$ cat src/rtl/kuznechik_pkg.sv
// Shared types, constant tables and GF(2^8) arithmetic for the Kuznyechik core.
package kuznechik_pkg;

  typedef enum logic [2:0] {
    IDLE   = 3'd0,
    KEY    = 3'd1,
    S      = 3'd2,
    L      = 3'd3,
    FINISH = 3'd4
  } state_t;

  localparam int NUM_ROUND_KEYS = 10;

  // Index 0 is the leftmost (most significant) entry of the packed table
  typedef logic [0:255][7:0] sbox_t;

  localparam sbox_t S_BOX = {
    8'hFC, 8'hEE, 8'hDD, 8'h11, 8'hCF, 8'h6E, 8'h31, 8'h16, 8'hFB, 8'hC4, 8'hFA, 8'hDA, 8'h23, 8'hC5, 8'h04, 8'h4D,
    8'hE9, 8'h77, 8'hF0, 8'hDB, 8'h93, 8'h2E, 8'h99, 8'hBA, 8'h17, 8'h36, 8'hF1, 8'hBB, 8'h14, 8'hCD, 8'h5F, 8'hC1,
    8'hF9, 8'h18, 8'h65, 8'h5A, 8'hE2, 8'h5C, 8'hEF, 8'h21, 8'h81, 8'h1C, 8'h3C, 8'h42, 8'h8B, 8'h01, 8'h8E, 8'h4F,
    8'h05, 8'h84, 8'h02, 8'hAE, 8'hE3, 8'h6A, 8'h8F, 8'hA0, 8'h06, 8'h0B, 8'hED, 8'h98, 8'h7F, 8'hD4, 8'hD3, 8'h1F,
    8'hEB, 8'h34, 8'h2C, 8'h51, 8'hEA, 8'hC8, 8'h48, 8'hAB, 8'hF2, 8'h2A, 8'h68, 8'hA2, 8'hFD, 8'h3A, 8'hCE, 8'hCC,
    8'hB5, 8'h70, 8'h0E, 8'h56, 8'h08, 8'h0C, 8'h76, 8'h12, 8'hBF, 8'h72, 8'h13, 8'h47, 8'h9C, 8'hB7, 8'h5D, 8'h87,
    8'h15, 8'hA1, 8'h96, 8'h29, 8'h10, 8'h7B, 8'h9A, 8'hC7, 8'hF3, 8'h91, 8'h78, 8'h6F, 8'h9D, 8'h9E, 8'hB2, 8'hB1,
    8'h32, 8'h75, 8'h19, 8'h3D, 8'hFF, 8'h35, 8'h8A, 8'h7E, 8'h6D, 8'h54, 8'hC6, 8'h80, 8'hC3, 8'hBD, 8'h0D, 8'h57,
    8'hDF, 8'hF5, 8'h24, 8'hA9, 8'h3E, 8'hA8, 8'h43, 8'hC9, 8'hD7, 8'h79, 8'hD6, 8'hF6, 8'h7C, 8'h22, 8'hB9, 8'h03,
    8'hE0, 8'h0F, 8'hEC, 8'hDE, 8'h7A, 8'h94, 8'hB0, 8'hBC, 8'hDC, 8'hE8, 8'h28, 8'h50, 8'h4E, 8'h33, 8'h0A, 8'h4A,
    8'hA7, 8'h97, 8'h60, 8'h73, 8'h1E, 8'h00, 8'h62, 8'h44, 8'h1A, 8'hB8, 8'h38, 8'h82, 8'h64, 8'h9F, 8'h26, 8'h41,
    8'hAD, 8'h45, 8'h46, 8'h92, 8'h27, 8'h5E, 8'h55, 8'h2F, 8'h8C, 8'hA3, 8'hA5, 8'h7D, 8'h69, 8'hD5, 8'h95, 8'h3B,
    8'h07, 8'h58, 8'hB3, 8'h40, 8'h86, 8'hAC, 8'h1D, 8'hF7, 8'h30, 8'h37, 8'h6B, 8'hE4, 8'h88, 8'hD9, 8'hE7, 8'h89,
    8'hE1, 8'h1B, 8'h83, 8'h49, 8'h4C, 8'h3F, 8'hF8, 8'hFE, 8'h8D, 8'h53, 8'hAA, 8'h90, 8'hCA, 8'hD8, 8'h85, 8'h61,
    8'h20, 8'h71, 8'h67, 8'hA4, 8'h2D, 8'h2B, 8'h09, 8'h5B, 8'hCB, 8'h9B, 8'h25, 8'hD0, 8'hBE, 8'hE5, 8'h6C, 8'h52,
    8'h59, 8'hA6, 8'h74, 8'hD2, 8'hE6, 8'hF4, 8'hB4, 8'hC0, 8'hD1, 8'h66, 8'hAF, 8'hC2, 8'h39, 8'h4B, 8'h63, 8'hB6
  };

  // The inverse table is derived from the forward one so the two can never disagree
  function automatic sbox_t invert_sbox(input sbox_t fwd);
    sbox_t inv;
    inv = '0;
    for (int i = 0; i < 256; i++) begin
      inv[fwd[i]] = 8'(i);
    end
    return inv;
  endfunction

  localparam sbox_t S_BOX_INV = invert_sbox(S_BOX);

  // Coefficient of byte a(15-k) in the linear form, k = 0..15
  localparam logic [0:15][7:0] L_COEF = {
    8'd148, 8'd32, 8'd133, 8'd16, 8'd194, 8'd192, 8'd1, 8'd251,
    8'd1, 8'd192, 8'd194, 8'd16, 8'd133, 8'd32, 8'd148, 8'd1
  };

  // Shift-and-add multiply in GF(2^8) reduced by x^8+x^7+x^6+x+1 (0x1C3)
  function automatic logic [7:0] gf_mul(input logic [7:0] a, input logic [7:0] b);
    logic [7:0] p;
    logic [7:0] x;
    p = '0;
    x = a;
    for (int i = 0; i < 8; i++) begin
      if (b[i]) p = p ^ x;
      x = {x[6:0], 1'b0} ^ (x[7] ? 8'hC3 : 8'h00);
    end
    return p;
  endfunction

endpackage

$ cat src/rtl/kuznechik_cipher_param_if.sv
// Host-side request/ack and round-key write bus of the Kuznyechik core.
interface kuznechik_cipher_param_if;

  logic         request_i;
  logic         decrypt_i;
  logic [127:0] data_i;
  logic         ack_i;
  logic         key_we_i;
  logic [3:0]   key_addr_i;
  logic [127:0] key_data_i;
  logic         busy_o;
  logic         valid_o;
  logic [127:0] data_o;

  modport master (
    output request_i, decrypt_i, data_i, ack_i, key_we_i, key_addr_i, key_data_i,
    input  busy_o, valid_o, data_o
  );

  modport slave (
    input  request_i, decrypt_i, data_i, ack_i, key_we_i, key_addr_i, key_data_i,
    output busy_o, valid_o, data_o
  );

endinterface

$ cat src/rtl/kuznechik_r_step.sv
// One combinational Kuznyechik R-step (forward or inverse) on a 128-bit state.
module kuznechik_r_step
  import kuznechik_pkg::*;
#(
  parameter bit INVERSE = 1'b0
) (
  input  logic [127:0] data_i,
  output logic [127:0] data_o
);

  if (INVERSE) begin : gInv
    logic [7:0] acc;
    // Recover the byte shifted out: top byte cancels the linear form of the rest
    always_comb begin
      acc = data_i[127:120];
      for (int j = 0; j < 15; j++) begin
        acc = acc ^ gf_mul(data_i[8*j +: 8], L_COEF[4'(14 - j)]);
      end
      data_o = {data_i[119:0], acc};
    end
  end else begin : gFwd
    logic [7:0] acc;
    // Linear form over all 16 bytes becomes the new top byte, the rest shifts down
    always_comb begin
      acc = '0;
      for (int j = 0; j < 16; j++) begin
        acc = acc ^ gf_mul(data_i[8*j +: 8], L_COEF[4'(15 - j)]);
      end
      data_o = {acc, data_i[127:8]};
    end
  end

endmodule

$ cat src/rtl/kuznechik_cipher_param.sv
// Kuznyechik block cipher core with run-time round keys and an unrollable L stage.
// Define KUZNECHIK_DECRYPT_EN to compile in the inverse S-box, inverse R-steps
// and decrypt sequencing; otherwise every block is encrypted.
module kuznechik_cipher_param
  import kuznechik_pkg::*;
#(
  parameter int L_UNROLL = 1
) (
  input logic                     clk_i,
  input logic                     resetn_i,
  kuznechik_cipher_param_if.slave host_if
);

  localparam int         L_STEPS    = 16 / L_UNROLL;
  localparam logic [3:0] LAST_STEP  = 4'(L_STEPS - 1);
  localparam logic [3:0] LAST_ROUND = 4'(NUM_ROUND_KEYS - 1);

  if (L_UNROLL != 1 && L_UNROLL != 2 && L_UNROLL != 4 && L_UNROLL != 8 && L_UNROLL != 16) begin : gBadUnroll
    $error("kuznechik_cipher_param: L_UNROLL must be 1, 2, 4, 8 or 16");
  end

  state_t       state_q, state_d;
  logic [127:0] data_q, data_d;
  logic [3:0]   round_q, round_d;
  logic [3:0]   step_q, step_d;
  logic         mode_q, mode_d;
  logic [127:0] keyRam_q [NUM_ROUND_KEYS];

  logic [127:0] sFwd;
  logic [127:0] sOut;
  logic [127:0] lOut;
  logic [127:0] fwdChain [L_UNROLL+1];
  logic         acceptState;

  assign acceptState = (state_q == IDLE) || (state_q == FINISH);

  // Round keys are only writable while no block is in flight
  always_ff @(posedge clk_i) begin
    if (host_if.key_we_i && acceptState && (host_if.key_addr_i < 4'(NUM_ROUND_KEYS))) begin
      keyRam_q[host_if.key_addr_i] <= host_if.key_data_i;
    end
  end

  // Forward S-box applied to every byte of the working state
  always_comb begin
    sFwd = '0;
    for (int i = 0; i < 16; i++) begin
      sFwd[8*i +: 8] = S_BOX[data_q[8*i +: 8]];
    end
  end

  assign fwdChain[0] = data_q;
  for (genvar u = 0; u < L_UNROLL; u++) begin : gFwdChain
    kuznechik_r_step #(.INVERSE(1'b0)) uStep (
      .data_i (fwdChain[u]),
      .data_o (fwdChain[u+1])
    );
  end

`ifdef KUZNECHIK_DECRYPT_EN
  logic [127:0] sInv;
  logic [127:0] invChain [L_UNROLL+1];

  // Inverse S-box applied to every byte of the working state
  always_comb begin
    sInv = '0;
    for (int i = 0; i < 16; i++) begin
      sInv[8*i +: 8] = S_BOX_INV[data_q[8*i +: 8]];
    end
  end

  assign invChain[0] = data_q;
  for (genvar u = 0; u < L_UNROLL; u++) begin : gInvChain
    kuznechik_r_step #(.INVERSE(1'b1)) uStep (
      .data_i (invChain[u]),
      .data_o (invChain[u+1])
    );
  end

  assign sOut = mode_q ? sInv : sFwd;
  assign lOut = mode_q ? invChain[L_UNROLL] : fwdChain[L_UNROLL];
`else
  assign sOut = sFwd;
  assign lOut = fwdChain[L_UNROLL];
`endif

  // State, working block and counters; reset abandons any block in flight
  always_ff @(posedge clk_i or negedge resetn_i) begin
    if (!resetn_i) begin
      state_q <= IDLE;
      data_q  <= '0;
      round_q <= '0;
      step_q  <= '0;
      mode_q  <= 1'b0;
    end else begin
      state_q <= state_d;
      data_q  <= data_d;
      round_q <= round_d;
      step_q  <= step_d;
      mode_q  <= mode_d;
    end
  end

  // Round sequencing: encrypt runs KEY,S,L per round; decrypt runs L,S,KEY after an initial KEY
  always_comb begin
    state_d = state_q;
    data_d  = data_q;
    round_d = round_q;
    step_d  = step_q;
    mode_d  = mode_q;
    unique case (state_q)
      IDLE, FINISH: begin
        if (host_if.request_i) begin
          state_d = KEY;
          data_d  = host_if.data_i;
          step_d  = '0;
`ifdef KUZNECHIK_DECRYPT_EN
          mode_d  = host_if.decrypt_i;
          round_d = host_if.decrypt_i ? LAST_ROUND : 4'd0;
`else
          mode_d  = 1'b0;
          round_d = 4'd0;
`endif
        end else if ((state_q == FINISH) && host_if.ack_i) begin
          state_d = IDLE;
        end
      end
      KEY: begin
        data_d = data_q ^ keyRam_q[round_q];
        if (mode_q) begin
          state_d = (round_q == 4'd0) ? FINISH : L;
        end else begin
          state_d = (round_q == LAST_ROUND) ? FINISH : S;
        end
      end
      S: begin
        data_d = sOut;
        if (mode_q) begin
          state_d = KEY;
          round_d = round_q - 4'd1;
        end else begin
          state_d = L;
        end
      end
      L: begin
        data_d = lOut;
        if (step_q == LAST_STEP) begin
          step_d = '0;
          if (mode_q) begin
            state_d = S;
          end else begin
            state_d = KEY;
            round_d = round_q + 4'd1;
          end
        end else begin
          step_d = step_q + 4'd1;
        end
      end
      default: state_d = IDLE;
    endcase
  end

  assign host_if.data_o  = data_q;
  assign host_if.valid_o = (state_q == FINISH);
  assign host_if.busy_o  = acceptState ? host_if.request_i : 1'b1;

endmodule

$ cat src/flat_wrapper.sv
// flat-port wrapper written by rule: the top's interface ports become plain ports
module kuznechik_cipher_param_flat import kuznechik_pkg::*;
#(
  parameter int L_UNROLL = 1
)
  (clk_i, resetn_i, host_if_request_i, host_if_decrypt_i, host_if_data_i, host_if_ack_i, host_if_key_we_i, host_if_key_addr_i, host_if_key_data_i, host_if_busy_o, host_if_valid_o, host_if_data_o);
  kuznechik_cipher_param_if host_if_i ();
  input logic clk_i;
  input logic resetn_i;
  input wire logic [$bits(host_if_i.request_i)-1:0] host_if_request_i;
  input wire logic [$bits(host_if_i.decrypt_i)-1:0] host_if_decrypt_i;
  input wire logic [$bits(host_if_i.data_i)-1:0] host_if_data_i;
  input wire logic [$bits(host_if_i.ack_i)-1:0] host_if_ack_i;
  input wire logic [$bits(host_if_i.key_we_i)-1:0] host_if_key_we_i;
  input wire logic [$bits(host_if_i.key_addr_i)-1:0] host_if_key_addr_i;
  input wire logic [$bits(host_if_i.key_data_i)-1:0] host_if_key_data_i;
  output wire logic [$bits(host_if_i.busy_o)-1:0] host_if_busy_o;
  output wire logic [$bits(host_if_i.valid_o)-1:0] host_if_valid_o;
  output wire logic [$bits(host_if_i.data_o)-1:0] host_if_data_o;
  assign host_if_i.request_i = host_if_request_i;
  assign host_if_i.decrypt_i = host_if_decrypt_i;
  assign host_if_i.data_i = host_if_data_i;
  assign host_if_i.ack_i = host_if_ack_i;
  assign host_if_i.key_we_i = host_if_key_we_i;
  assign host_if_i.key_addr_i = host_if_key_addr_i;
  assign host_if_i.key_data_i = host_if_key_data_i;
  assign host_if_busy_o = host_if_i.busy_o;
  assign host_if_valid_o = host_if_i.valid_o;
  assign host_if_data_o = host_if_i.data_o;
  kuznechik_cipher_param #(.L_UNROLL(L_UNROLL)) u_core (.clk_i(clk_i), .resetn_i(resetn_i), .host_if(host_if_i));
endmodule
$ cat config.mk
export PLATFORM = sky130hd
export DESIGN_NAME = kuznechik_cipher_param_flat
export DESIGN_NICKNAME = d
export VERILOG_FILES = /design/src/rtl/kuznechik_pkg.sv /design/src/rtl/kuznechik_cipher_param_if.sv /design/src/rtl/kuznechik_r_step.sv /design/src/rtl/kuznechik_cipher_param.sv /design/src/flat_wrapper.sv
export SDC_FILE = /design/constraint.sdc
export NUM_CORES = 2
export LEC_CHECK = 0
export ABC_AREA = 1
export BUFFER_PORTS_ARGS = -buffer_cell sky130_fd_sc_hd__buf_4
export CAP_MARGIN = 10
export CORE_UTILIZATION = 40
export CTS_BUF_LIST = sky130_fd_sc_hd__clkbuf_8 sky130_fd_sc_hd__clkbuf_16
export DETAILED_ROUTE_END_ITERATION = 8
export SETUP_SLACK_MARGIN = 0.5
export SYNTH_ARGS = -nofsm -noshare
export SYNTH_HDL_FRONTEND = slang
export SYNTH_SLANG_ARGS = --single-unit
$ cat constraint.sdc
create_clock -name clk_i -period 16.05 [get_ports clk_i]
set_clock_uncertainty 0.05 [all_clocks]
set_input_delay 1.605 -clock clk_i [delete_from_list [all_inputs] [get_ports clk_i]]
set_output_delay 1.605 -clock clk_i [all_outputs]
set_load 0.02 [all_outputs]
==> run summary <==
The number of antenna violations at the first check in global routing was 63. The synthesized instance count is 13370. The remaining max-slew budget at the tightest pin came out at 4.441%. Each instance of the synthesized netlist takes up on average 7.602 um^2. STA classifies the critical path endpoint as a flip-flop. Compared with the post-synthesis result, the final layout area differs by 10.40%. The upper clock frequency limit is 190.0 MHz. The shortest clock period the worst path allows after layout is 5.263 ns. Data arrives at the worst endpoint at 5.87 ns.

The iteration count of the initial detailed-routing pass came out at 9. On the critical path, the stage with the largest delay is an instance of dfrtp_4. The area of combinational cells with multiple inputs is 51920 um^2.

Once the floorplan was initialized, standard cells occupied 40.35% of the core. The floorplan step defined a die boundary enclosing 256100 um^2. The post-detailed-route count of antenna-violating nets is 0. The layout filler cell count came out at 25840. The final wirelength came out at 534900 um.

The critical path goes through buf_12 -> buf_4 -> buf_4 -> o21ai_0 -> o22ai_1 -> o21ai_0 -> o21ai_1 -> buf_4 -> a21oi_1 -> o21bai_1 -> a32oi_1. Across the whole layout, storage elements account for 41970 um^2. For the worst setup path, the data required time is 16.66 ns.

Setup repair after global routing left no endpoint under its margin. The post-CTS clock slew at the launch and capture registers of the worst setup and hold paths is 0.06 ns. The number of ports placed on the die boundary is 396. TritonCTS built the clock tree. Entering global routing, the biggest net connects 216 pins.

In this design, the critical path's most frequently occurring cell is buf_4. The number of enable-type register cells in the synthesized netlist came out at 1280. The share of flip-flops with an asynchronous set or reset after synthesis came out at 9.796%. The placer's final routability congestion estimate came out at 1.058. The number of port buffers came out at 394. The post-CTS setup repair buffer count came out at 0.

The post-synthesis net count came out at 13830. In the final routed layout, each cell accounts on average for 31.93 um. The final-report setup violation count is 0. The total negative slack is 0 ns.

For this run, design rule violations remaining after detail routing come to 0. The clock sink count is 1419. The post-cts gate resize count is 0.

The total grt overflow is 0. The tree is rooted in a clkbuf_16. The number of hold violations in the final report was 0. The max-slew violation total from the final report came out at 0. The post-detailed-placement half-perimeter wirelength is 363300 um. The floorplan row count came out at 184. The count of max-cap constraint violations is 0. The via count came out at 110700. Of all nets on the critical path, the largest fanout is 193. The global-route wire length before repair came out at 755000 um.

The number of synthesis warnings came out at 0. The number of buffers on the longest clock path is 3. The width of the die is 506.0 um. The floorplan step defined a core boundary enclosing 251900 um^2. The worst path uses 32.79% of the clock period.

The cell family contributing the most delay on the critical path is buffers and inverters. The number of nets in the layout came out at 13710. The total number of H-tree levels is 4. The clock latency on the worst-skew pair came out at 0.85 ns. The count of buffer and inverter cells on the critical path came out at 4.

Dividing the detail-routed via count by the number of cells gives 6.608. The number of library cell types mapped by synthesis came out at 74. The violation count after the first detailed-route iteration came out at 18550. Sequential elements use 41.25% of the synthesized area. On the worst path, the slowest cell contributes a delay of 0.99 ns.

Buffers inserted to repair hold after CTS numbered 0. The category of the worst setup path launch point is a flip-flop. The area of the mapped netlist is 101600 um^2.

The run finished with clean final reports. The fraction of layout cells with a size suffix above 1 came out at 8.164%. In this run the worst hold path is classified as flip-flop to flip-flop. The via count of the first global-routing pass is 101600. The number of CTS-inserted buffers is 158. For this run, the total global-route usage over all layers was measured as 40.13%. For the pin with the worst max-slew slack, the measured transition is 1.424 ns. Among all flip-flop cells after synthesis, the most frequent one is edfxtp_1.

The floorplan step set the die height to 506.0 um. The critical path is of the flip-flop to flip-flop type. The register bit count reported by yosys came out at 1419.
worst paths after layout:
check / slack (ns) / cells past startpoint / start / endpoint
setup / recovery: 10.79 / 11 / u_core.round_q[0] / u_core.host_if.data_o[65]
hold / removal: 0.46 / 1 / u_core.host_if.data_o[36] / u_core.host_if.data_o[36]
setup reg to reg: 10.79 / 11 / u_core.round_q[0] / u_core.host_if.data_o[65]
hold reg to reg: 0.46 / 1 / u_core.host_if.data_o[36] / u_core.host_if.data_o[36]
max in group asynchronous: 12.94 / 3 / resetn_i / u_core.round_q[1]
min in group asynchronous: 0.75 / 1 / resetn_i / u_core.host_if.data_o[45]
final cells by class:
class                      instances  share of cell area (%)
clock buffer                     162                   3.593
timing repair buffer             682                   4.717
inverter                         965                   3.272
multi-input combinational      10020                   46.28
tap                             3348                   3.734
clock inverter                   129                  0.9302
antenna                           30                 0.06692
sequential                      1419                   37.41
cells in the mapped netlist (all sizes together) (38+ instances only):
cell type | count | share of area, %
a211oi | 59 | 0.44
a31oi | 154 | 0.95
nor3 | 94 | 0.47
ha | 195 | 2.4
xor2 | 76 | 0.73
dfrtp | 139 | 3.4
o221ai | 187 | 1.6
a22oi | 100 | 0.74
inv | 937 | 3.5
nand2 | 2597 | 9.7
o31ai | 38 | 0.28
nand3 | 1201 | 5.9
o211ai | 357 | 2.6
a221oi | 147 | 1.3
clkbuf | 511 | 1.9
edfxtp | 1280 | 38
o2111ai | 52 | 0.45
nor2 | 1410 | 5.2
a21oi | 860 | 4.2
o311ai | 92 | 0.79
buf | 453 | 2.3
o22ai | 338 | 2.1
nand4 | 44 | 0.27
o21ai | 1795 | 8.8
metrics by stage:
stage | util [%] | hold slack, ns | worst slack, ns | instances | instance area (um^2)
after detailed placement | 42.47 | 0.4464 | 10.13 | 16430 | 107000
after global routing | 44.53 | 0.4732 | 10.53 | 16740 | 112100
after global placement | 42.47 | 0.4435 | 10.09 | 16430 | 107000
final | 44.54 | 0.4618 | 10.79 | 16750 | 112200
after floorplan | - | 0.4212 | 4.567 | 13370 | 101600
after CTS | 44.49 | 0.4637 | 10.90 | 16720 | 112000
per-layer routing:
layer | vias up | wire, um | GRT usage [%]
met3 | 1603 | 70510 | 13.05
li1 | 47810 | - | -
met4 | 58 | 29350 | 19.22
met5 | - | 383 | 0
met2 | 8105 | 222900 | 57.97
met1 | 53140 | 211800 | 53.85
layout by cell type, fill, tap and decap left out, drive strengths merged, types with 154 or more instances in the layout:
cell    netlist  layout
edfxtp     1280    1280
a21oi       860     860
o211ai      357     357
o221ai      187     187
inv         937     991
clkbuf      511     164
nand3      1201    1201
a31oi       154     154
buf         453     680
ha          195     195
o21ai      1795    1795
o22ai       338     338
nand2      2597    2597
nor2       1410    1410
sequential cells by signal (all words and copies together), names as in the netlist:
signal                 flops
u_core.keyRam_q         1280
u_core.host_if.data_o    128
u_core.round_q             4
u_core.step_q              4
u_core.state_q             3
cell families after synthesis:
group           count (synthesis)  synth area share (%)
xor+xnor                      109                 1.079
simple gates                 5391                 21.93
fa+ha+maj                     195                 2.401
compound gates               4322                 25.55
flops                        1419                 41.25
mux                             1              0.009851
buf+inv                      1929                 7.781
Power is not shown: default switching activity piles up to over one toggle a cycle in this logic, so the estimate is an artifact.
